--- src/rtl/lens_spi_sequencer.sv ---
`timescale 1ns/1ps
// lens_spi_sequencer
//   Transaction front-end for the lens SPI byte driver. A register write or
//   read request is latched, the write payload is buffered locally, and then
//   the address byte plus every data command go into the driver queues as one
//   gapless burst, so the driver never sees an empty command queue mid-frame.
//   Once the frame is complete, read bytes are popped from the driver RX queue
//   and handed out on a valid/ready stream.
// Ports
//   clk, rst_n                          clock, async active-low reset
//   req_valid/req_ready/req_write/
//   req_addr/req_len                    transaction request
//   wdata_valid/wdata_ready/wdata       write payload stream
//   rdata_valid/rdata_ready/rdata/
//   rdata_last                          read data stream
//   done, err                           end-of-transaction pulse and status
//   drv_command_read/drv_rw             driver command queue push
//   drv_tx_read/drv_tx_data             driver TX queue push
//   drv_rx_read/drv_rx_data             driver RX queue pop (data one cycle later)
//   drv_state                           driver state, 0 = idle
module lens_spi_sequencer #(
    parameter int MAX_LEN     = 14,
    parameter int DRV_DEPTH   = 16,
    parameter int TIMEOUT_CYC = 4096
) (
    input  logic       clk,
    input  logic       rst_n,
    input  logic       req_valid,
    output logic       req_ready,
    input  logic       req_write,
    input  logic [6:0] req_addr,
    input  logic [3:0] req_len,
    input  logic       wdata_valid,
    output logic       wdata_ready,
    input  logic [7:0] wdata,
    output logic       rdata_valid,
    input  logic       rdata_ready,
    output logic [7:0] rdata,
    output logic       rdata_last,
    output logic       done,
    output logic       err,
    output logic       drv_command_read,
    output logic [1:0] drv_rw,
    output logic       drv_tx_read,
    output logic [7:0] drv_tx_data,
    output logic       drv_rx_read,
    input  logic [7:0] drv_rx_data,
    input  logic [3:0] drv_state
);

    localparam int              TMO_W     = $clog2(TIMEOUT_CYC);
    localparam logic [TMO_W-1:0] TMO_MAX  = TMO_W'(TIMEOUT_CYC - 1);
    localparam logic [3:0]       MAX_LEN_L = 4'(MAX_LEN);
    localparam logic [1:0]       RW_TX    = 2'b01;
    localparam logic [1:0]       RW_RX    = 2'b10;

    // A whole frame (address + data) must fit in the driver queues with one
    // slot to spare, otherwise the driver pointers alias full as empty.
    if (MAX_LEN > DRV_DEPTH - 2 || MAX_LEN > 15) begin : g_param_chk
        $error("lens_spi_sequencer: MAX_LEN must be <= DRV_DEPTH-2 and <= 15");
    end

    typedef enum logic [2:0] {
        S_IDLE,
        S_COLLECT,
        S_PUSH,
        S_WAIT_START,
        S_WAIT_END,
        S_DRAIN,
        S_DONE
    } state_t;

    state_t           state_q, state_d;
    logic             write_q, write_d;
    logic [6:0]       addr_q, addr_d;
    logic [3:0]       len_q, len_d;
    // cnt_q is the buffer write pointer in S_COLLECT, the push index in
    // S_PUSH and the number of RX pops issued in S_DRAIN.
    logic [3:0]       cnt_q, cnt_d;
    logic [TMO_W-1:0] tmo_q, tmo_d;
    logic             bad_q, bad_d;
    logic             err_q, err_d;
    logic             rvalid_q, rvalid_d;
    logic [7:0]       rdata_q, rdata_d;
    logic             rlast_q, rlast_d;
    logic             pend_q, pend_d;   // RX pop issued last cycle
    logic             buf_we;
    logic             hs;
    logic [7:0]       buf_q [MAX_LEN];

    assign req_ready   = (state_q == S_IDLE);
    assign wdata_ready = (state_q == S_COLLECT);
    assign done        = (state_q == S_DONE) | bad_q;
    assign err         = done & err_q;
    assign rdata_valid = rvalid_q;
    assign rdata       = rdata_q;
    assign rdata_last  = rlast_q;

    always_comb begin
        state_d          = state_q;
        write_d          = write_q;
        addr_d           = addr_q;
        len_d            = len_q;
        cnt_d            = cnt_q;
        tmo_d            = tmo_q;
        bad_d            = 1'b0;
        err_d            = err_q;
        rvalid_d         = rvalid_q;
        rdata_d          = rdata_q;
        rlast_d          = rlast_q;
        pend_d           = pend_q;
        buf_we           = 1'b0;
        hs               = rvalid_q & rdata_ready;
        drv_command_read = 1'b0;
        drv_rw           = 2'b00;
        drv_tx_read      = 1'b0;
        drv_tx_data      = 8'h00;
        drv_rx_read      = 1'b0;

        case (state_q)
            S_IDLE: begin
                if (req_valid) begin
                    write_d = req_write;
                    addr_d  = req_addr;
                    len_d   = req_len;
                    cnt_d   = 4'd0;
                    err_d   = 1'b0;
                    if (req_len == 4'd0 || req_len > MAX_LEN_L) begin
                        // Rejected in place: status next cycle, no driver traffic.
                        bad_d = 1'b1;
                        err_d = 1'b1;
                    end else begin
                        state_d = req_write ? S_COLLECT : S_PUSH;
                    end
                end
            end

            S_COLLECT: begin
                if (wdata_valid) begin
                    buf_we = 1'b1;
                    if (cnt_q == len_q - 4'd1) begin
                        cnt_d   = 4'd0;
                        state_d = S_PUSH;
                    end else begin
                        cnt_d = cnt_q + 4'd1;
                    end
                end
            end

            S_PUSH: begin
                drv_command_read = 1'b1;
                if (cnt_q == 4'd0) begin
                    // Address byte; bit7 set marks a read.
                    drv_rw      = RW_TX;
                    drv_tx_read = 1'b1;
                    drv_tx_data = {~write_q, addr_q};
                end else if (write_q) begin
                    drv_rw      = RW_TX;
                    drv_tx_read = 1'b1;
                    drv_tx_data = buf_q[cnt_q - 4'd1];
                end else begin
                    drv_rw = RW_RX;
                end
                if (cnt_q == len_q) begin
                    cnt_d   = 4'd0;
                    tmo_d   = '0;
                    state_d = S_WAIT_START;
                end else begin
                    cnt_d = cnt_q + 4'd1;
                end
            end

            S_WAIT_START: begin
                if (tmo_q == TMO_MAX) begin
                    err_d   = 1'b1;
                    state_d = S_DONE;
                end else begin
                    tmo_d = tmo_q + TMO_W'(1);
                    if (drv_state != 4'd0) state_d = S_WAIT_END;
                end
            end

            S_WAIT_END: begin
                if (drv_state == 4'd0) begin
                    cnt_d    = 4'd0;
                    pend_d   = 1'b0;
                    rvalid_d = 1'b0;
                    state_d  = write_q ? S_DONE : S_DRAIN;
                end else if (tmo_q == TMO_MAX) begin
                    // Frame abandoned; any RX bytes stay in the driver queue.
                    err_d   = 1'b1;
                    state_d = S_DONE;
                end else begin
                    tmo_d = tmo_q + TMO_W'(1);
                end
            end

            S_DRAIN: begin
                if (pend_q) begin
                    rdata_d  = drv_rx_data;
                    rvalid_d = 1'b1;
                    rlast_d  = (cnt_q == len_q);
                    pend_d   = 1'b0;
                end
                if (hs) begin
                    rvalid_d = 1'b0;
                    rlast_d  = 1'b0;
                    if (rlast_q) state_d = S_DONE;
                end
                // Next pop may overlap the handshake of the current byte,
                // giving one byte every two cycles with rdata_ready held high.
                if (!pend_q && (!rvalid_q || hs) && cnt_q != len_q) begin
                    drv_rx_read = 1'b1;
                    pend_d      = 1'b1;
                    cnt_d       = cnt_q + 4'd1;
                end
            end

            S_DONE: begin
                state_d = S_IDLE;
            end

            default: state_d = S_IDLE;
        endcase
    end

    always_ff @(posedge clk or negedge rst_n) begin
        if (!rst_n) begin
            state_q  <= S_IDLE;
            write_q  <= 1'b0;
            addr_q   <= 7'd0;
            len_q    <= 4'd0;
            cnt_q    <= 4'd0;
            tmo_q    <= '0;
            bad_q    <= 1'b0;
            err_q    <= 1'b0;
            rvalid_q <= 1'b0;
            rdata_q  <= 8'd0;
            rlast_q  <= 1'b0;
            pend_q   <= 1'b0;
        end else begin
            state_q  <= state_d;
            write_q  <= write_d;
            addr_q   <= addr_d;
            len_q    <= len_d;
            cnt_q    <= cnt_d;
            tmo_q    <= tmo_d;
            bad_q    <= bad_d;
            err_q    <= err_d;
            rvalid_q <= rvalid_d;
            rdata_q  <= rdata_d;
            rlast_q  <= rlast_d;
            pend_q   <= pend_d;
        end
    end

    always_ff @(posedge clk or negedge rst_n) begin
        if (!rst_n) begin
            for (int i = 0; i < MAX_LEN; i++) buf_q[i] <= 8'd0;
        end else if (buf_we) begin
            buf_q[cnt_q] <= wdata;
        end
    end

endmodule
--- config.mk ---
export PLATFORM = sky130hd
export DESIGN_NAME = lens_spi_sequencer
export DESIGN_NICKNAME = d
export VERILOG_FILES = /design/src/rtl/lens_spi_sequencer.sv
export SDC_FILE = /design/constraint.sdc
export NUM_CORES = 1
export LEC_CHECK = 0
export BUFFER_PORTS_ARGS = -buffer_cell sky130_fd_sc_hd__buf_2
export CAP_MARGIN = 20
export CORE_MARGIN = 2
export CORE_UTILIZATION = 62
export CTS_BUF_LIST = sky130_fd_sc_hd__clkbuf_4 sky130_fd_sc_hd__clkbuf_8
export DETAILED_ROUTE_END_ITERATION = 8
export GPL_TIMING_DRIVEN = 0
export PLACE_DENSITY = 0.82
export SETUP_SLACK_MARGIN = 0.1
export SLEW_MARGIN = 20
export SYNTH_ARGS = -nofsm -noshare
export SYNTH_HDL_FRONTEND = slang
export SYNTH_SLANG_ARGS = --single-unit
--- constraint.sdc ---
create_clock -name clk -period 4.53 [get_ports clk]
set_clock_uncertainty 0.2 [all_clocks]
set_input_delay 0.906 -clock clk [delete_from_list [all_inputs] [get_ports clk]]
set_output_delay 0.906 -clock clk [all_outputs]
set_load 0.05 [all_outputs]
==> metrics.txt, run 1 <==
status complete, no violations; Die Width 114.9 microns; final cycle utilization of the critical path 95.76%; final core occ 71.99%; r2r endpoint tmo_q[6]; ys async rst share 100.0%; final slew viol count 0; total wire length 17,250 microns; Final #Nets 722; Max transition margin 45.96%; Clock Pin Slew Worst Setup and Hold Paths 0.08 ns; vias in the first global route 5,362; via/cell ratio 6.288; FF-to-FF path depth 8; Syn Nets 639; via count 5,257; Tightest Pin Transition 0.8107 ns; Fin. Hold Viols 0; synthesis-stage register bit count 156; Finished Layout Cells 836; crit path DAT 3.23 ns; starting density of the core 63.44%; final setup fails 0; Leak Pwr 4.119 nW; # diodes 0; register area share after synthesis 51.23%; clock root buffer clkbuf_8; TritonCTS buffer count 17; remaining global-route overflow 0; first-pass GRT wire length 27,790 microns; synth unique cells 53; Yosys warning total 0; critical path required time 3.42 ns; initial antenna violation count 0; # hold bufs at CTS 0; final critical-path required period 4.338 ns; power consumption 0.005165 W; ranking of synthesized cells by area dfrtp_1, mux2_2, mux4_2; largest net degree at the start of global routing 82; drt drc 0; Synth Area per Inst 12.81 sq um; highest clock rate 230.5 MHz; port buffer count 63; Core Rows 40; top-count cell post-synth dfrtp_1; Commonest cells post-synth dfrtp_1, mux2_2, mux2_1; maximum VDD drop 0.3074 mV; nature of the critical path endpoint output pin; IO Pins 64; share of layout cells above drive strength 1 33.82%; RSZ-0062 raised after global routing no; synthesized area 7620 sq um; GRT Util Overall 28.14%; Die Height 114.9 microns; htree depth 4; DR WL/cell 20.63 microns; Max Cap Viol 0; flop2flop setup slack 1.88 ns; crit path launch type register; CP Class register to output pin; CTS max path bufs 2; Yosys top cell by area dfrtp_1; 1st-pass router iterations 6; hpwl dp 12,010 microns; final RePlAce weighted congestion 0.9453; power density cells 597.3 nW/um^2; drt initial violations 683; r2r startpoint tmo_q[0]; Die ar. 13,190 sq um; TritonCTS clock tree yes; Post-synth EDFFs 0; placed cells 806; TritonCTS Sinks 156; post-synth top area share 51.23%; worst skew pair latency 0.46 ns; Tightest Hold Check Type input port to async pin; ys flop type dfrtp_1; Synth Instances 595; Placeable Area 12,010 sq um; post-route ant nets 0; CP max FO 12; Layout Area Growth over Synthesis 13.48%
[sequential cells by signal, indices dropped and copies added, names as in the netlist]
name and cells:
len_q 4, pend_q 1, rdata 8, rdata_valid 1, addr_q 7, write_q 1, cnt_q 4, bad_q 1
err_q 1, tmo_q 12, buf_q 112, state_q 3, rdata_last 1
[layout by cell type (no fill, tap or decap), types with 13 or more instances in the layout]
master,Yosys,routed
mux4_2,24,24
buf_2,6,62
a21oi_1,15,15
nand2_1,43,43
clkbuf_1,20,16
mux2i_1,17,15
nor2_1,33,33
nand3_1,13,13
mux2_1,47,47
clkbuf_8,0,21
mux2_2,86,86
dfrtp_1,156,155
o21ai_0,15,15
[how the worst max path moves through the flow]
stage | startpoint | to | slack [ns] | cells past startpoint
final | cnt_q[0] | drv_tx_data[1] | 0.19 | 10
after global routing | cnt_q[0] | drv_tx_data[1] | 0.11 | 10
after CTS | cnt_q[0] | drv_tx_data[7] | 0.11 | 11
after detailed placement | cnt_q[0] | drv_tx_data[5] | -0.37 | 10
after global placement | cnt_q[0] | drv_tx_data[1] | -0.38 | 10
after floorplan | cnt_q[0] | drv_tx_data[1] | 0.28 | 9
[logic make-up after synthesis]
group	Yosys count	share of synthesized area, %
AOI/OAI and AO/OA	74	6.388
xor gates and xnor gates	10	1.593
adders and majority gates	7	1.149
buffers and inverters	43	2.414
DFF	156	51.23
muxes	174	28.98
and+or+nand+nor	131	8.243
[cell type report]
| type | instances | area [sq um] |
|---|---|---|
| Sequential cell | 156 | 3905 |
| Multi-Input combinational cell | 396 | 3568 |
| Fill cell | 808 | 3364 |
| Timing Repair Buffer | 65 | 377.9 |
| Clock buffer | 19 | 261.5 |
| Buffer | 30 | 186.4 |
| Tap cell | 147 | 183.9 |
| Clock inverter | 11 | 111.4 |
| Inverter | 12 | 52.55 |
[power by group]
part | switching (W) | leakage [nW] | internal [W]
Clock | 0.000529 | 0.173 | 0.000462
Combinational | 0.00132 | 1.87 | 0.000937
Sequential | 0.000208 | 2.08 | 0.00171
Total | 0.00206 | 4.12 | 0.00310
[repair_timing]
action | CTS | global route
pin swaps | 1 | 1
endpoints found under the setup margin | 8 | 8
gates resized for setup | 24 | 10
buffers inserted | 1 | 0
[routing by layer]
layer / global-route usage [%] / vias to the layer above / share of wire, %
met5: 0 / - / 0
met1: 36.15 / 2653 / 41
met3: 6.958 / 43 / 5.8
met2: 45.57 / 205 / 50
met4: 12.93 / 0 / 3.2
li1: - / 2356 / -
[critical path, stage by stage, from the launching register on]
cell and delay (ns):
dfrtp_2 0.45, buf_8 0.17, buf_6 0.17, inv_8 0.14, ha_4 0.19, xor2_4 0.26, buf_12 0.19, mux4_2 0.51
mux2i_1 0.24, o221ai_1 0.18, clkbuf_4 0.25
[through the flow]
stage                     hold WS (ns)  setup TNS (ns)  cell area [sq um]  setup WS, ns
final                           0.1920               0               8647        0.1920
after global routing            0.2097               0               8647        0.1056
after CTS                       0.2092               0               8621        0.1104
after detailed placement        0.2755          -2.140               8157       -0.3705
after global placement          0.2676          -2.177               8119       -0.3842
after floorplan                 0.2505               0               7620        0.2766
Power figures use the tool's default switching activity.
==> run 2: changes to the inputs <==
--- a/config.mk
+++ b/config.mk
@@ -7,7 +7,7 @@
 export LEC_CHECK = 0
 export BUFFER_PORTS_ARGS = -buffer_cell sky130_fd_sc_hd__buf_2
 export CAP_MARGIN = 20
-export CORE_MARGIN = 2
+export CORE_ASPECT_RATIO = 0.5
 export CORE_UTILIZATION = 62
 export CTS_BUF_LIST = sky130_fd_sc_hd__clkbuf_4 sky130_fd_sc_hd__clkbuf_8
 export DETAILED_ROUTE_END_ITERATION = 8
==> metrics.txt, run 2 (same netlist as run 1, synthesis figures left out) <==
post-route ant nets 0; hpwl dp 11,440 microns; via count 5,253; final RePlAce weighted congestion 0.9183; drt initial violations 462; largest net degree at the start of global routing 105; TritonCTS buffer count 17; Layout Area Growth over Synthesis 13.50%; share of layout cells above drive strength 1 33.77%; crit path DAT 3.23 ns; Leak Pwr 4.117 nW; Fin. Hold Viols 0; RSZ-0062 raised after global routing no; Tightest Hold Check Type input port to async pin; Final #Nets 722; Max transition margin 50.27%; Core Rows 28; vias in the first global route 5,153; worst skew pair latency 0.45 ns; highest clock rate 230.8 MHz; 1st-pass router iterations 5; IO Pins 64; crit path launch type register; Die Height 80.39 microns; port buffer count 63; r2r endpoint buf_q[50]; Setup TNS 0 ns; Placeable Area 11,910 sq um; status complete, no violations; largest register by flop count buf_q; TritonCTS clock tree yes; critical path required time 3.42 ns; Clock Pin Slew Worst Setup and Hold Paths 0.09 ns; GRT Util Overall 27.82%; final critical-path required period 4.333 ns; Tightest Pin Transition 0.7460 ns; htree depth 4; flop2flop setup slack 1.87 ns; drt drc 0; TritonCTS Sinks 156; via/cell ratio 6.144; CP max FO 12; DR WL/cell 19.33 microns; maximum VDD drop 0.2904 mV; initial antenna violation count 0; CP Class register to output pin; final hold slack 0.1491 ns; number of flip-flops in the largest register 112; most frequent cells in the layout dfrtp_1, mux2_2, buf_2; power density cells 600.0 nW/um^2; # diodes 0; FF-to-FF path depth 7; nature of the critical path endpoint output pin; first-pass GRT wire length 26,690 microns; total wire length 16,530 microns; final slew viol count 0; Max Cap Viol 0; final setup fails 0; # hold bufs at CTS 0; r2r startpoint state_q[0]; CTS max path bufs 2; final cycle utilization of the critical path 95.66%; remaining global-route overflow 0; clock root buffer clkbuf_8; most common cell after layout, fill and taps aside dfrtp_1; Die Width 158.8 microns; Filler cells 780; starting density of the core 63.97%; Die ar. 12,760 sq um
[run 2: layout make-up]
type,count,area (sq um),area share [%]
Timing Repair Buffer,65,366.6,4.239
Multi-Input combinational cell,396,3560,41.16
Sequential cell,156,3905,45.15
Tap cell,165,206.4,2.387
Buffer,30,168.9,1.953
Clock buffer,17,234.0,2.705
Clock inverter,14,157.7,1.823
Inverter,12,50.05,0.5787
[run 2: routing by layer]
layer | track usage [%] | vias to the layer above | wire length, microns
met2 | 46.40 | 179 | 7869
li1 | - | 2353 | -
met5 | 0 | - | 0
met3 | 7.283 | 31 | 977
met4 | 8.835 | 0 | 329
met1 | 36.03 | 2690 | 7351
[run 2: worst max path at each step]
stage | end | slack, ns | startpoint
3_3_place_gp | drv_tx_data[3] | -0.33 | cnt_q[0]
3_5_place_dp | drv_tx_data[3] | -0.33 | cnt_q[0]
2_1_floorplan | drv_tx_data[1] | 0.28 | cnt_q[0]
6_report | drv_tx_data[2] | 0.20 | cnt_q[0]
4_1_cts | drv_tx_data[3] | 0.10 | cnt_q[0]
5_1_grt | drv_tx_data[6] | 0.1 | cnt_q[0]
[run 2: repair_timing]
action / in CTS / in global routing
endpoints found under the setup margin: 8 / 8
buffers inserted: 1 / 0
pin swaps: 1 / 0
resized for setup: 16 / 9
[run 2: power breakdown]
| group | leakage (nW) | internal (W) | switching (W) |
|---|---|---|---|
| clock network | 0.191 | 0.000498 | 0.000556 |
| logic | 1.85 | 0.000913 | 0.00132 |
| registers | 2.08 | 0.00170 | 0.000198 |
| total | 4.12 | 0.00312 | 0.00207 |
[run 2: through the flow]
stage          setup WS [ns]  area [sq um]  instances  total power (W)  utilization (%)
2_1_floorplan         0.2766          7620        595         0.003529                -
3_5_place_dp         -0.3338          8179        824         0.004062            68.67
4_1_cts               0.1008          8616        855         0.005158            72.33
3_3_place_gp         -0.3282          8142        823         0.003996            68.35
6_report              0.1966          8648        855         0.005189            72.61
5_1_grt              0.09861          8648        855         0.005461            72.61
[run 2: critical path, stage by stage (launching register included)]
cell      delay [ns]
dfrtp_2         0.45
buf_8           0.17
buf_6           0.17
inv_6           0.18
ha_4            0.21
xor2_4          0.19
buf_8           0.21
mux4_2          0.53
mux2i_1         0.25
o221ai_1        0.17
buf_2           0.24
==> run 3: changes to the inputs <==
--- a/config.mk
+++ b/config.mk
@@ -5,6 +5,7 @@
 export SDC_FILE = /design/constraint.sdc
 export NUM_CORES = 1
 export LEC_CHECK = 0
+export ABC_AREA = 1
 export BUFFER_PORTS_ARGS = -buffer_cell sky130_fd_sc_hd__buf_2
 export CAP_MARGIN = 20
 export CORE_ASPECT_RATIO = 0.5
==> metrics.txt, run 3 <==
maximum VDD drop 0.4262 mV; share of layout cells above drive strength 1 18.00%; critical path required time 3.42 ns; CP Class register to output pin; Filler cells 999; Die Height 82.84 microns; DR WL/cell 16.65 microns; remaining global-route overflow 0; starting density of the core 63.80%; TritonCTS buffer count 17; 1st-pass router iterations 6; final slew viol count 0; RSZ-0062 raised after global routing no; ys async rst share 100.0%; via count 7,475; Synth Area in Simple Gates 31.78%; via/cell ratio 5.786; final RePlAce weighted congestion 0.9767; GRT Util Overall 33.43%; status complete, no violations; Synth Instances 1,026; most common cell after layout, fill and taps aside nand2_1; largest family of logic cells by synthesized area simple AND/OR/NAND/NOR gates; Yosys top cell by area dfrtp_1; number of flip-flops in the largest register 112; TritonCTS clock tree yes; port buffer count 63; CP max FO 12; final cycle utilization of the critical path 97.68%; Flop pwr share 31.3%; total wire length 21,510 microns; Synth Area per Inst 7.897 sq um; Commonest cells post-synth nand2_1, dfrtp_1, o21ai_0; CTS max path bufs 2; largest net degree at the start of global routing 81; Clock power frac 18.7%; power consumption 0.005932 W; Finished Layout Cells 1,292; highest clock rate 226.0 MHz; Setup TNS 0 ns; final critical-path required period 4.425 ns; Placeable Area 12,700 sq um; Internal Power 0.003094 W; Max Cap Viol 0; FF-to-FF path depth 8; register area share after synthesis 48.18%; # hold bufs at CTS 0; largest register by flop count buf_q; ys flop type dfrtp_1; synthesis-stage register bit count 156; first-pass GRT wire length 34,600 microns; synth unique cells 33; synthesized area 8103 sq um; initial antenna violation count 0; most frequent cells in the layout nand2_1, dfrtp_1, o21ai_0; Die ar. 13,560 sq um; Tightest Hold Check Type input port to async pin; clock root buffer clkbuf_8; Synth Area in Adders 1.081%; Yosys warning total 0; power density cells 646.2 nW/um^2; post-synth top area share 48.18%; crit path launch type register; Die Width 163.7 microns; Layout Area Growth over Synthesis 13.28%; htree depth 4; Leak Pwr 4.444 nW; Max transition margin 49.56%; worst skew pair latency 0.47 ns; IO Pins 64; drt initial violations 935; hpwl dp 15,020 microns; Tightest Pin Transition 0.7540 ns; Synth Area in Compound Gates 9.141%; drt drc 0; post-route ant nets 0; crit path DAT 3.32 ns; nature of the critical path endpoint output pin; vias in the first global route 6,838; multiplexer share of the synthesized area 2.224%; top-count cell post-synth nand2_1; Sw Ratio 47.84%; switching pwr 0.002838 W; Final #Nets 1,153; ranking of synthesized cells by area dfrtp_1, nand2_1, o21ai_0; # diodes 0; Clock Pin Slew Worst Setup and Hold Paths 0.10 ns; Gate power share 50.0%; TritonCTS Sinks 156; Core Rows 29; Fin. Hold Viols 0; final setup fails 0; post-synthesis xor/xnor area fraction 1.606%; postcts setup bufs 0; Post-synth EDFFs 0; placed cells 1,260; Syn Nets 1,070
[run 3: logic make-up after synthesis]
| kind of cell | Yosys count |
|---|---|
| AO/OA/AOI/OAI | 146 |
| XOR/XNOR | 14 |
| adder cells (fa/ha/maj) | 7 |
| buffers and inverters | 112 |
| flip-flops | 156 |
| multiplexers | 16 |
| AND/OR/NAND/NOR | 575 |
[run 3: path summary, 6_finish.rpt]
| kind | end | slack (ns) | from |
|---|---|---|---|
| min | rdata_valid | 0.20 | rst_n |
| max reg2reg | buf_q[31] | 1.96 | cnt_q[0] |
| max in group asynchronous | buf_q[34] | 3.12 | rst_n |
| min reg2reg | buf_q[25] | 0.29 | buf_q[25] |
| max | drv_tx_data[1] | 0.11 | cnt_q[0] |
| min in group clk | buf_q[25] | 0.29 | buf_q[25] |
[run 3: repair_timing]
item,4_1_cts,5_1_grt
resized for setup,18,15
pin swaps,0,1
endpoints found under the setup margin,8,9
endpoints found under the hold margin,0,0
[run 3: critical path, stage by stage (launching register included)]
cell and delay [ns]:
dfrtp_1 0.39, buf_2 0.22, inv_4 0.08, buf_6 0.15, buf_6 0.15, ha_2 0.30, buf_2 0.20, buf_2 0.32
nand3_1 0.18, nand3_1 0.14, nand3_1 0.15, nand3_1 0.26, a21oi_1 0.09, buf_4 0.19
[run 3: area by class of cell]
| type | instances | area [sq um] | area share, % |
|---|---|---|---|
| Sequential cell | 156 | 3904 | 42.53 |
| Tap cell | 170 | 212.7 | 2.317 |
| Clock buffer | 19 | 255.2 | 2.781 |
| Inverter | 62 | 237.7 | 2.590 |
| Clock inverter | 13 | 155.1 | 1.690 |
| Buffer | 50 | 277.8 | 3.026 |
| Multi-Input combinational cell | 758 | 3766 | 41.03 |
| Timing Repair Buffer | 64 | 370.4 | 4.035 |
[run 3: layer usage]
metal / part of all wire, % / up-vias / wire [microns] / track usage, %
li1: - / 3494 / - / -
met1: 45 / 3557 / 9652 / 48.85
met2: 43 / 366 / 9327 / 49.00
met3: 9.2 / 58 / 1975 / 7.592
met4: 2.6 / 0 / 558 / 12.04
met5: 0 / - / 0 / 0
[run 3: power groups by stage]
stage	Clock (W)	Sequential (W)	Combinational, W
floorplan	0	0.00198	0.00188
global placement	0	0.00186	0.00270
detailed placement	0	0.00188	0.00276
CTS	0.00111	0.00185	0.00284
global route	0.00116	0.00189	0.00321
finish	0.00111	0.00186	0.00297
[run 3: metrics by stage]
stage	utilization, %	hold slack [ns]	setup slack (ns)	area, sq um
finish	72.28	0.1971	0.1052	9179
global route	72.28	0.2315	0.09482	9179
CTS	71.93	0.2182	0.09161	9135
detailed placement	68.29	0.2655	0.2203	8672
global placement	67.99	0.2576	0.1117	8635
floorplan	-	0.2451	0.2802	8107
